**config.mk**
```make
export PLATFORM = sky130hd
export DESIGN_NAME = mul_sequencer
export DESIGN_NICKNAME = d
export VERILOG_FILES = /design/src/rtl/mul_sequencer.sv
export SDC_FILE = /design/constraint.sdc
export NUM_CORES = 1
export LEC_CHECK = 0
export CORE_ASPECT_RATIO = 1.4
export CORE_MARGIN = 4
export CORE_UTILIZATION = 28
export DETAILED_ROUTE_END_ITERATION = 16
export SETUP_SLACK_MARGIN = 0.3
export SLEW_MARGIN = 10
export SYNTH_ARGS = -nofsm -noshare
export SYNTH_HDL_FRONTEND = slang
export SYNTH_SLANG_ARGS = --single-unit
```
**constraint.sdc**
```tcl
create_clock -name clk -period 5.3 [get_ports clk]
set_clock_uncertainty 0.2 [all_clocks]
set_input_delay 1.06 -clock clk [delete_from_list [all_inputs] [get_ports clk]]
set_output_delay 1.06 -clock clk [all_outputs]
set_load 0.01 [all_outputs]
```
**src/rtl/mul_sequencer.sv**
```systemverilog
// Shift-and-add MUL/UMULH sequencer beside the EX ALU: N BUSY cycles after accept, then a one-cycle done pulse.
// stall freezes IF/ID/EX during the accept cycle and the BUSY cycles; it is low in DONE so the result can be captured.
module mul_sequencer #(
  parameter int N     = 64,
  parameter int CNT_W = $clog2(N)
) (
  input  logic         clk,
  input  logic         reset,
  input  logic         start,
  input  logic [10:0]  funct,
  input  logic [N-1:0] a,
  input  logic [N-1:0] b,
  input  logic         flush,
  output logic         stall,
  output logic         done,
  output logic [N-1:0] result
);

  localparam logic [10:0]      FUNCT_MUL   = 11'b10011011000;
  localparam logic [10:0]      FUNCT_UMULH = 11'b10011011110;
  localparam logic [CNT_W-1:0] LAST        = CNT_W'(N - 1);

  typedef enum logic [1:0] {
    IDLE = 2'd0,
    BUSY = 2'd1,
    DONE = 2'd2
  } state_t;

  state_t           state;
  state_t           state_nxt;
  logic             is_mul;
  logic             accept;
  logic             finish;
  logic [2*N-1:0]   acc;
  logic [2*N-1:0]   acc_nxt;
  logic [2*N-1:0]   mcand;
  logic [N-1:0]     mplier;
  logic [CNT_W-1:0] count;
  logic             hi_sel;

  always_ff @(posedge clk or negedge reset) begin
    if (!reset) begin
      state <= IDLE;
    end else begin
      state <= state_nxt;
    end
  end

  always_comb begin
    state_nxt = state;
    is_mul    = start && ((funct == FUNCT_MUL) || (funct == FUNCT_UMULH));
    stall     = (state == BUSY) || ((state == IDLE) && is_mul);
    acc_nxt   = mplier[0] ? acc + mcand : acc;
    // flush overrides everything, including a back-to-back accept in DONE
    if (flush) begin
      state_nxt = IDLE;
    end else begin
      case (state)
        IDLE:    if (is_mul) state_nxt = BUSY;
        BUSY:    if (count == LAST) state_nxt = DONE;
        DONE:    state_nxt = is_mul ? BUSY : IDLE;
        default: state_nxt = IDLE;
      endcase
    end
    accept = (state != BUSY) && (state_nxt == BUSY);
    finish = (state == BUSY) && (state_nxt == DONE);
  end

  always_ff @(posedge clk or negedge reset) begin
    if (!reset) begin
      acc    <= '0;
      mcand  <= '0;
      mplier <= '0;
      count  <= '0;
      hi_sel <= 1'b0;
      done   <= 1'b0;
      result <= '0;
    end else begin
      done <= finish;
      if (accept) begin
        mcand  <= {{N{1'b0}}, a};
        mplier <= b;
        hi_sel <= (funct == FUNCT_UMULH);
        acc    <= '0;
        count  <= '0;
      end else if (state == BUSY) begin
        // fixed latency: keep iterating even once the multiplier is exhausted
        acc    <= acc_nxt;
        mcand  <= mcand << 1;
        mplier <= mplier >> 1;
        count  <= count + CNT_W'(1);
      end
      if (finish) begin
        result <= hi_sel ? acc_nxt[2*N-1:N] : acc_nxt[N-1:0];
      end
    end
  end

endmodule

```
==> results of run 1 <==
-- logic make-up (layout without fill, tap and decap cells) --
group | Yosys count | after routing | share of synthesized area (%)
simple gates | 1275 | 1275 | 20.0
flops | 394 | 394 | 36.7
fa+ha+maj | 129 | 129 | 6.03
compound gates | 1077 | 1077 | 25.3
mux | 83 | 83 | 3.50
other cells | 0 | 4 | 0
buf+inv | 263 | 442 | 4.39
xor+xnor | 125 | 125 | 4.07
-- cell usage after synthesis (8+ instances only) --
master    number
xnor2_1       79
o21ai_0      326
xor2_1        46
or3_1         11
a211oi_1      18
o221ai_1      22
o21bai_1      33
nor2_1       313
o21ai_1       11
nand3_1       68
buf_1         12
a22o_1        49
nand4_1       72
o31ai_1       22
nand2b_1       8
a21o_1        54
o211ai_1      22
inv_1         39
nand2_1      702
buf_4         11
ha_1         128
a221oi_1      11
dfrtp_1      394
a31oi_1      152
nor4_1        14
mux2i_1       58
nor3_1        42
mux2_2        18
clkbuf_1     181
a21oi_1      248
o21a_1        13
-- path summary, 6_finish.rpt --
path / start / end / slack (ns) / depth (start not counted)
hold reg to reg: result[4]$_DFFE_PN0P_ / result[4]$_DFFE_PN0P_ / 0.28 / 1
setup / recovery: acc[85]$_DFFE_PN0P_ / result[56]$_DFFE_PN0P_ / 0.50 / 13
min in group clk: result[4]$_DFFE_PN0P_ / result[4]$_DFFE_PN0P_ / 0.28 / 1
max in group asynchronous: reset / mcand[22]$_DFFE_PN0P_ / 3.42 / 2
setup reg to reg: acc[85]$_DFFE_PN0P_ / result[56]$_DFFE_PN0P_ / 0.50 / 13
hold / removal: reset / acc[50]$_DFFE_PN0P_ / 0.25 / 1
-- where the power goes --
| group | total [mW] | switching [mW] | internal (mW) |
|---|---|---|---|
| Combinational | 1.23 | 0.771 | 0.455 |
| Sequential | 3.14 | 0.0700 | 3.07 |
| Clock | 3.39 | 1.47 | 1.92 |
-- worst max-delay path, cell delays in order, from the launching register on --
cell and delay, ns:
dfrtp_1 0.40, ha_1 0.45, a21oi_1 0.33, o21bai_1 0.16
a21o_1 0.20, a221oi_1 0.68, o21bai_1 0.33, a21oi_1 0.22
o21ai_0 0.23, a41oi_1 0.49, buf_4 0.29, o211ai_1 0.18
and4_1 0.24, a211oi_1 0.28
-- layer usage --
layer,vias to the layer above,part of all wire [%],global-route usage (%)
li1,12346,-,-
met1,13417,38,29.1
met2,1061,48,42.8
met3,319,5.2,3.17
met4,0,8.6,16.8
met5,-,0,0
-- state kept, by name, indices dropped and copies added (netlist names) --
signal  cells
mplier     64
acc       128
count       6
state       2
done        1
result     64
mcand     128
hi_sel      1
-- placed cells by master, fill, tap and decap left out, types with 7 or more instances in the layout --
cell type / instances
a211oi_1: 18
a21o_1: 54
a21oi_1: 248
a221oi_1: 11
a22o_1: 49
a31oi_1: 152
and2_1: 7
buf_12: 7
buf_4: 106
clkbuf_16: 44
clkdlybuf4s50_1: 207
clkinv_2: 10
dfrtp_1: 392
ha_1: 128
inv_1: 38
mux2_2: 18
mux2i_1: 58
mux4_2: 7
nand2_1: 700
nand2b_1: 7
nand3_1: 68
nand4_1: 72
nor2_1: 308
nor2b_1: 7
nor3_1: 42
nor4_1: 13
o211ai_1: 22
o21a_1: 13
o21ai_0: 326
o21ai_1: 11
o21bai_1: 33
o221ai_1: 22
o31ai_1: 22
or3_1: 10
xnor2_1: 79
xor2_1: 46
-- layout make-up --
cell class | count | area share, %
Antenna cell | 4 | 0.0312
Clock buffer | 51 | 3.67
Clock inverter | 30 | 1.23
Inverter | 40 | 0.484
Multi-Input combinational cell | 2689 | 49.6
Sequential cell | 394 | 30.8
Tap cell | 1224 | 4.78
Timing Repair Buffer | 321 | 9.43
==> flow_metrics.env, run 1 <==
export IMPL_syn_to_final_growth_pct=19.2
export IMPL_gr_total_overflow=0
export IMPL_regArea_mm2=0.00986
export IMPL_multi_input_area_mm2=0.0159
export IMPL_clockBufferDepth=3
export IMPL_synthCells=3346
export IMPL_grt_pass1_vias=27051
export IMPL_async_flop_share_pct=100
export IMPL_crit_path_start_kind="flip-flop"
export IMPL_rsz0062_at_grt="false"
export IMPL_maxSlewHeadroom_pct=9.05
export IMPL_dp_slack_ns=0.798
export IMPL_cts_buffers=44
export IMPL_power_mw=7.76
export IMPL_synth_fp_nets=3618
export IMPL_grt_pass1_wl_um=189000
export IMPL_hpwlAfterDp_um=102000
export IMPL_finalNonFillerCells=4753
export IMPL_finalWorstSetupSlack_ns=0.498
export IMPL_die_w_um=270
export IMPL_synth_top_area_cell="dfrtp_1"
export IMPL_dieHeight_um=375
export IMPL_drt_iter0_drc=2446
export IMPL_htreeDepth=2
export IMPL_globalRouteTotalUtil_pct=24.9
export IMPL_drv_cap=0
export IMPL_path_clk_slew_ns=0.07
export IMPL_postCtsSetupBuffers=0
export IMPL_tightest_slew_ns=1.36
export IMPL_synth_distinct_cells=98
export IMPL_crit_path_max_fanout=10
export IMPL_clk_latency_ns=0.64
export IMPL_grt_antenna_before_repair=5
export IMPL_slew_viol_final=0
export IMPL_initial_core_util_pct=28.2
export IMPL_ys_flop_type="dfrtp_1"
export IMPL_ys_ff_latch=394
export IMPL_vias=27143
export IMPL_fin_nets=3762
export IMPL_finalSetupViolations=0
export IMPL_drc=0
export IMPL_wire_per_inst_um=27.3
export IMPL_final_core_util_pct=33.6
export IMPL_setup_tns_final_ns=0
export IMPL_cp_data_arrival_time_ns=5.13
export IMPL_clk_root_buffer_cell="clkbuf_16"
export IMPL_status="complete, no violations"
export IMPL_first_pass_iters=6
export IMPL_synthTopCellsByArea="dfrtp_1, nand2_1, o21ai_0"
export IMPL_fin_area_mm2=0.0321
export IMPL_avgSynthCellArea_um2=8.04
export IMPL_seq_area_frac_synth_pct=36.7
export IMPL_yosysWarnings=0
export IMPL_ant_nets=0
export IMPL_fp_row_count=134
export IMPL_yosysTopAreaCellShare_pct=36.7
export IMPL_clock_sinks=394
export IMPL_globalplace_congestion=1.05
export IMPL_crit_required_ns=5.63
export IMPL_fin_crit_ns=4.80
export IMPL_io_pins=209
export IMPL_place_area_mm2=0.0305
export IMPL_cts_tree="built"
export IMPL_synth_edf_count=0
export IMPL_coreArea_mm2=0.0954
export IMPL_hold_viol_final=0
export IMPL_holdBufCountCts=0
export IMPL_ir_worst_vdd_uv=207
export IMPL_power_leakage_nw=13.0
export IMPL_min_path_type="in -> async"
export IMPL_filler_cell_count=10010
export IMPL_cts_resized=0
export IMPL_vias_per_cell=5.71
export IMPL_fmax_mhz=208
export IMPL_drt_wl_total_um=130000
export IMPL_power_density_mw_per_mm2=242
export IMPL_dieArea_mm2=0.101
export IMPL_grt_max_degree=147
export IMPL_worstSetupPathType="reg -> reg"
export IMPL_drive_gt1_share_pct=8.00
export IMPL_dp_cells=4668
export IMPL_netlist_area_mm2=0.0269
export IMPL_io_buffers=208
export IMPL_period_share_pct=90.6
export IMPL_fin_hold_ws_ns=0.249
export IMPL_end_kind="flip-flop"
No activity file was read; power rests on OpenSTA's default activity.
==> inputs of run 2 (changes only) <==
--- a/config.mk
+++ b/config.mk
@@ -9,6 +9,7 @@
 export CORE_MARGIN = 4
 export CORE_UTILIZATION = 28
 export DETAILED_ROUTE_END_ITERATION = 16
+export PLACE_DENSITY = 0.5
 export SETUP_SLACK_MARGIN = 0.3
 export SLEW_MARGIN = 10
 export SYNTH_ARGS = -nofsm -noshare
==> run 2 against run 1 <==
Net effect: clock power about the same; combinational power barely moved; via count is 2.1% lower; final area decreased by 0.43%; sequential share of layout area grew 0.13 points; wire length shrank 3.4%; first-iteration DRC count decreased by 16%; critical path depth unchanged; sequential power barely moved; highest routed layer unchanged.
==> flow_metrics.env, run 2 (synthesis gave the netlist of run 1 again) <==
export IMPL_postCtsSetupBuffers=0
export IMPL_cp_data_arrival_time_ns=5.01
export IMPL_min_path_type="in -> async"
export IMPL_hpwlAfterDp_um=97700
export IMPL_drt_iter0_drc=2066
export IMPL_fmax_mhz=214
export IMPL_die_w_um=270
export IMPL_crit_required_ns=5.64
export IMPL_period_share_pct=88.3
export IMPL_tightest_slew_ns=1.26
export IMPL_setup_tns_final_ns=0
export IMPL_clockBufferDepth=3
export IMPL_io_buffers=208
export IMPL_clk_root_buffer_cell="clkbuf_16"
export IMPL_wire_per_inst_um=26.5
export IMPL_worst_path_buf_inv=0
export IMPL_power_leakage_nw=12.9
export IMPL_dieHeight_um=375
export IMPL_vias_per_cell=5.62
export IMPL_clock_sinks=394
export IMPL_rsz0062_at_grt="false"
export IMPL_globalplace_congestion=1.08
export IMPL_crit_path_start_kind="flip-flop"
export IMPL_cpPeakStageDelay_ns=0.80
export IMPL_cts_buffers=44
export IMPL_path_cells="ha_1, fa_1, a211oi_2, o211ai_2, nand3_1, a21oi_1, o2111ai_1, nand3b_1, a41o_1, a41oi_1, o211ai_1, and4_1, a211oi_1"
export IMPL_crit_slowest_cell="a41oi_1"
export IMPL_finalNonFillerCells=4731
export IMPL_reg_top3="acc: 128 flops, mcand: 128 flops"
export IMPL_r2r_start="acc[0]$_DFFE_PN0P_"
export IMPL_drv_cap=0
export IMPL_holdBufCountCts=0
export IMPL_htreeDepth=2
export IMPL_drc=0
export IMPL_first_pass_iters=7
export IMPL_grt_pass1_wl_um=183000
export IMPL_ant_nets=0
export IMPL_vias=26567
export IMPL_r2r_cells=13
export IMPL_hold_viol_final=0
export IMPL_cts_tree="built"
export IMPL_r2r_end="result[56]$_DFFE_PN0P_"
export IMPL_grt_max_degree=229
export IMPL_io_pins=209
export IMPL_drive_gt1_share_pct=7.25
export IMPL_crit_family="compound AO/OA/AOI/OAI gates"
export IMPL_dp_cells=4647
export IMPL_globalRouteTotalUtil_pct=24.0
export IMPL_grt_pass1_vias=26658
export IMPL_fp_row_count=134
export IMPL_crit_path_max_fanout=4
export IMPL_gr_total_overflow=0
export IMPL_path_clk_slew_ns=0.07
export IMPL_fin_hold_ws_ns=0.218
export IMPL_rrSetupSlack_ns=0.62
export IMPL_slew_viol_final=0
export IMPL_filler_cell_count=10118
export IMPL_dieArea_mm2=0.101
export IMPL_fin_nets=3741
export IMPL_drt_wl_total_um=125000
export IMPL_coreArea_mm2=0.0954
export IMPL_initial_core_util_pct=28.2
export IMPL_syn_to_final_growth_pct=18.7
export IMPL_final_common_cell="nand2_1"
export IMPL_power_density_mw_per_mm2=243
export IMPL_cts_resized=0
export IMPL_mostFrequentLayoutCells="nand2_1, dfrtp_1, o21ai_0"
export IMPL_worstSetupPathType="reg -> reg"
export IMPL_maxSlewHeadroom_pct=15.8
export IMPL_ir_worst_vdd_uv=232
export IMPL_status="complete, no violations"
export IMPL_clk_latency_ns=0.65
export IMPL_end_kind="flip-flop"
export IMPL_grt_antenna_before_repair=1
export IMPL_fin_crit_ns=4.68
export IMPL_finalSetupViolations=0
## run 2: cell count changes in the layout (fill, tap and decap cells not counted), moves of 2 or more
cell        before  now
buf_4          106   83
clkbuf_1         2    6
clkbuf_8         5    8
clkinvlp_4       6    3
inv_6            6    3
buf_12           7    9
clkinv_2        10    8
## run 2: worst max path at each step
stage / start / end / slack, ns / cells past startpoint
6_report: acc[0]$_DFFE_PN0P_ / result[56]$_DFFE_PN0P_ / 0.62 / 13
5_1_grt: acc[0]$_DFFE_PN0P_ / result[56]$_DFFE_PN0P_ / 0.44 / 13
4_1_cts: acc[0]$_DFFE_PN0P_ / result[56]$_DFFE_PN0P_ / 0.72 / 13
3_5_place_dp: acc[0]$_DFFE_PN0P_ / result[56]$_DFFE_PN0P_ / 0.77 / 13
3_3_place_gp: acc[0]$_DFFE_PN0P_ / result[56]$_DFFE_PN0P_ / 0.81 / 13
2_1_floorplan: acc[0]$_DFFE_PN0P_ / result[26]$_DFFE_PN0P_ / 1.55 / 13
## run 2: area by class of cell
cell class              instances  area [um2]  area share (%)
diodes                          3        7.51          0.0235
clock buffers                  58        1230            3.86
clock inverters                23         349            1.09
inverters                      40         155           0.486
multi-input cells            2689       15900            49.8
flip-flops and latches        394        9860            30.9
well taps                    1224        1530            4.80
repair buffers                300        2890            9.05
## run 2: stage by stage
stage                     cell area (um2)  worst slack [ns]  total power, mW  util (%)
after floorplan                     26900              1.55             3.78         -
after global placement              30300             0.808             4.38      31.8
after detailed placement            30300             0.767             4.38      31.8
after CTS                           31900             0.723             7.83      33.5
after global routing                31900             0.443             8.02      33.5
final                               31900             0.623             7.77      33.5
## run 2: layer usage
layer / GRT usage (%) / wire, um / vias up / part of all wire [%]
met5: 0 / 0 / - / 0
met3: 3.34 / 5620 / 307 / 4.5
met1: 27.7 / 49000 / 13055 / 39
met2: 40.7 / 59600 / 928 / 48
met4: 17.3 / 11200 / 0 / 8.9
li1: - / - / 12277 / -
## run 2: where the power goes
group          leakage (nW)  total (mW)  switching (mW)  internal, mW
Combinational          8.12        1.21           0.754         0.451
Clock                 0.769        3.42            1.46          1.96
Sequential             4.04        3.14          0.0693          3.07
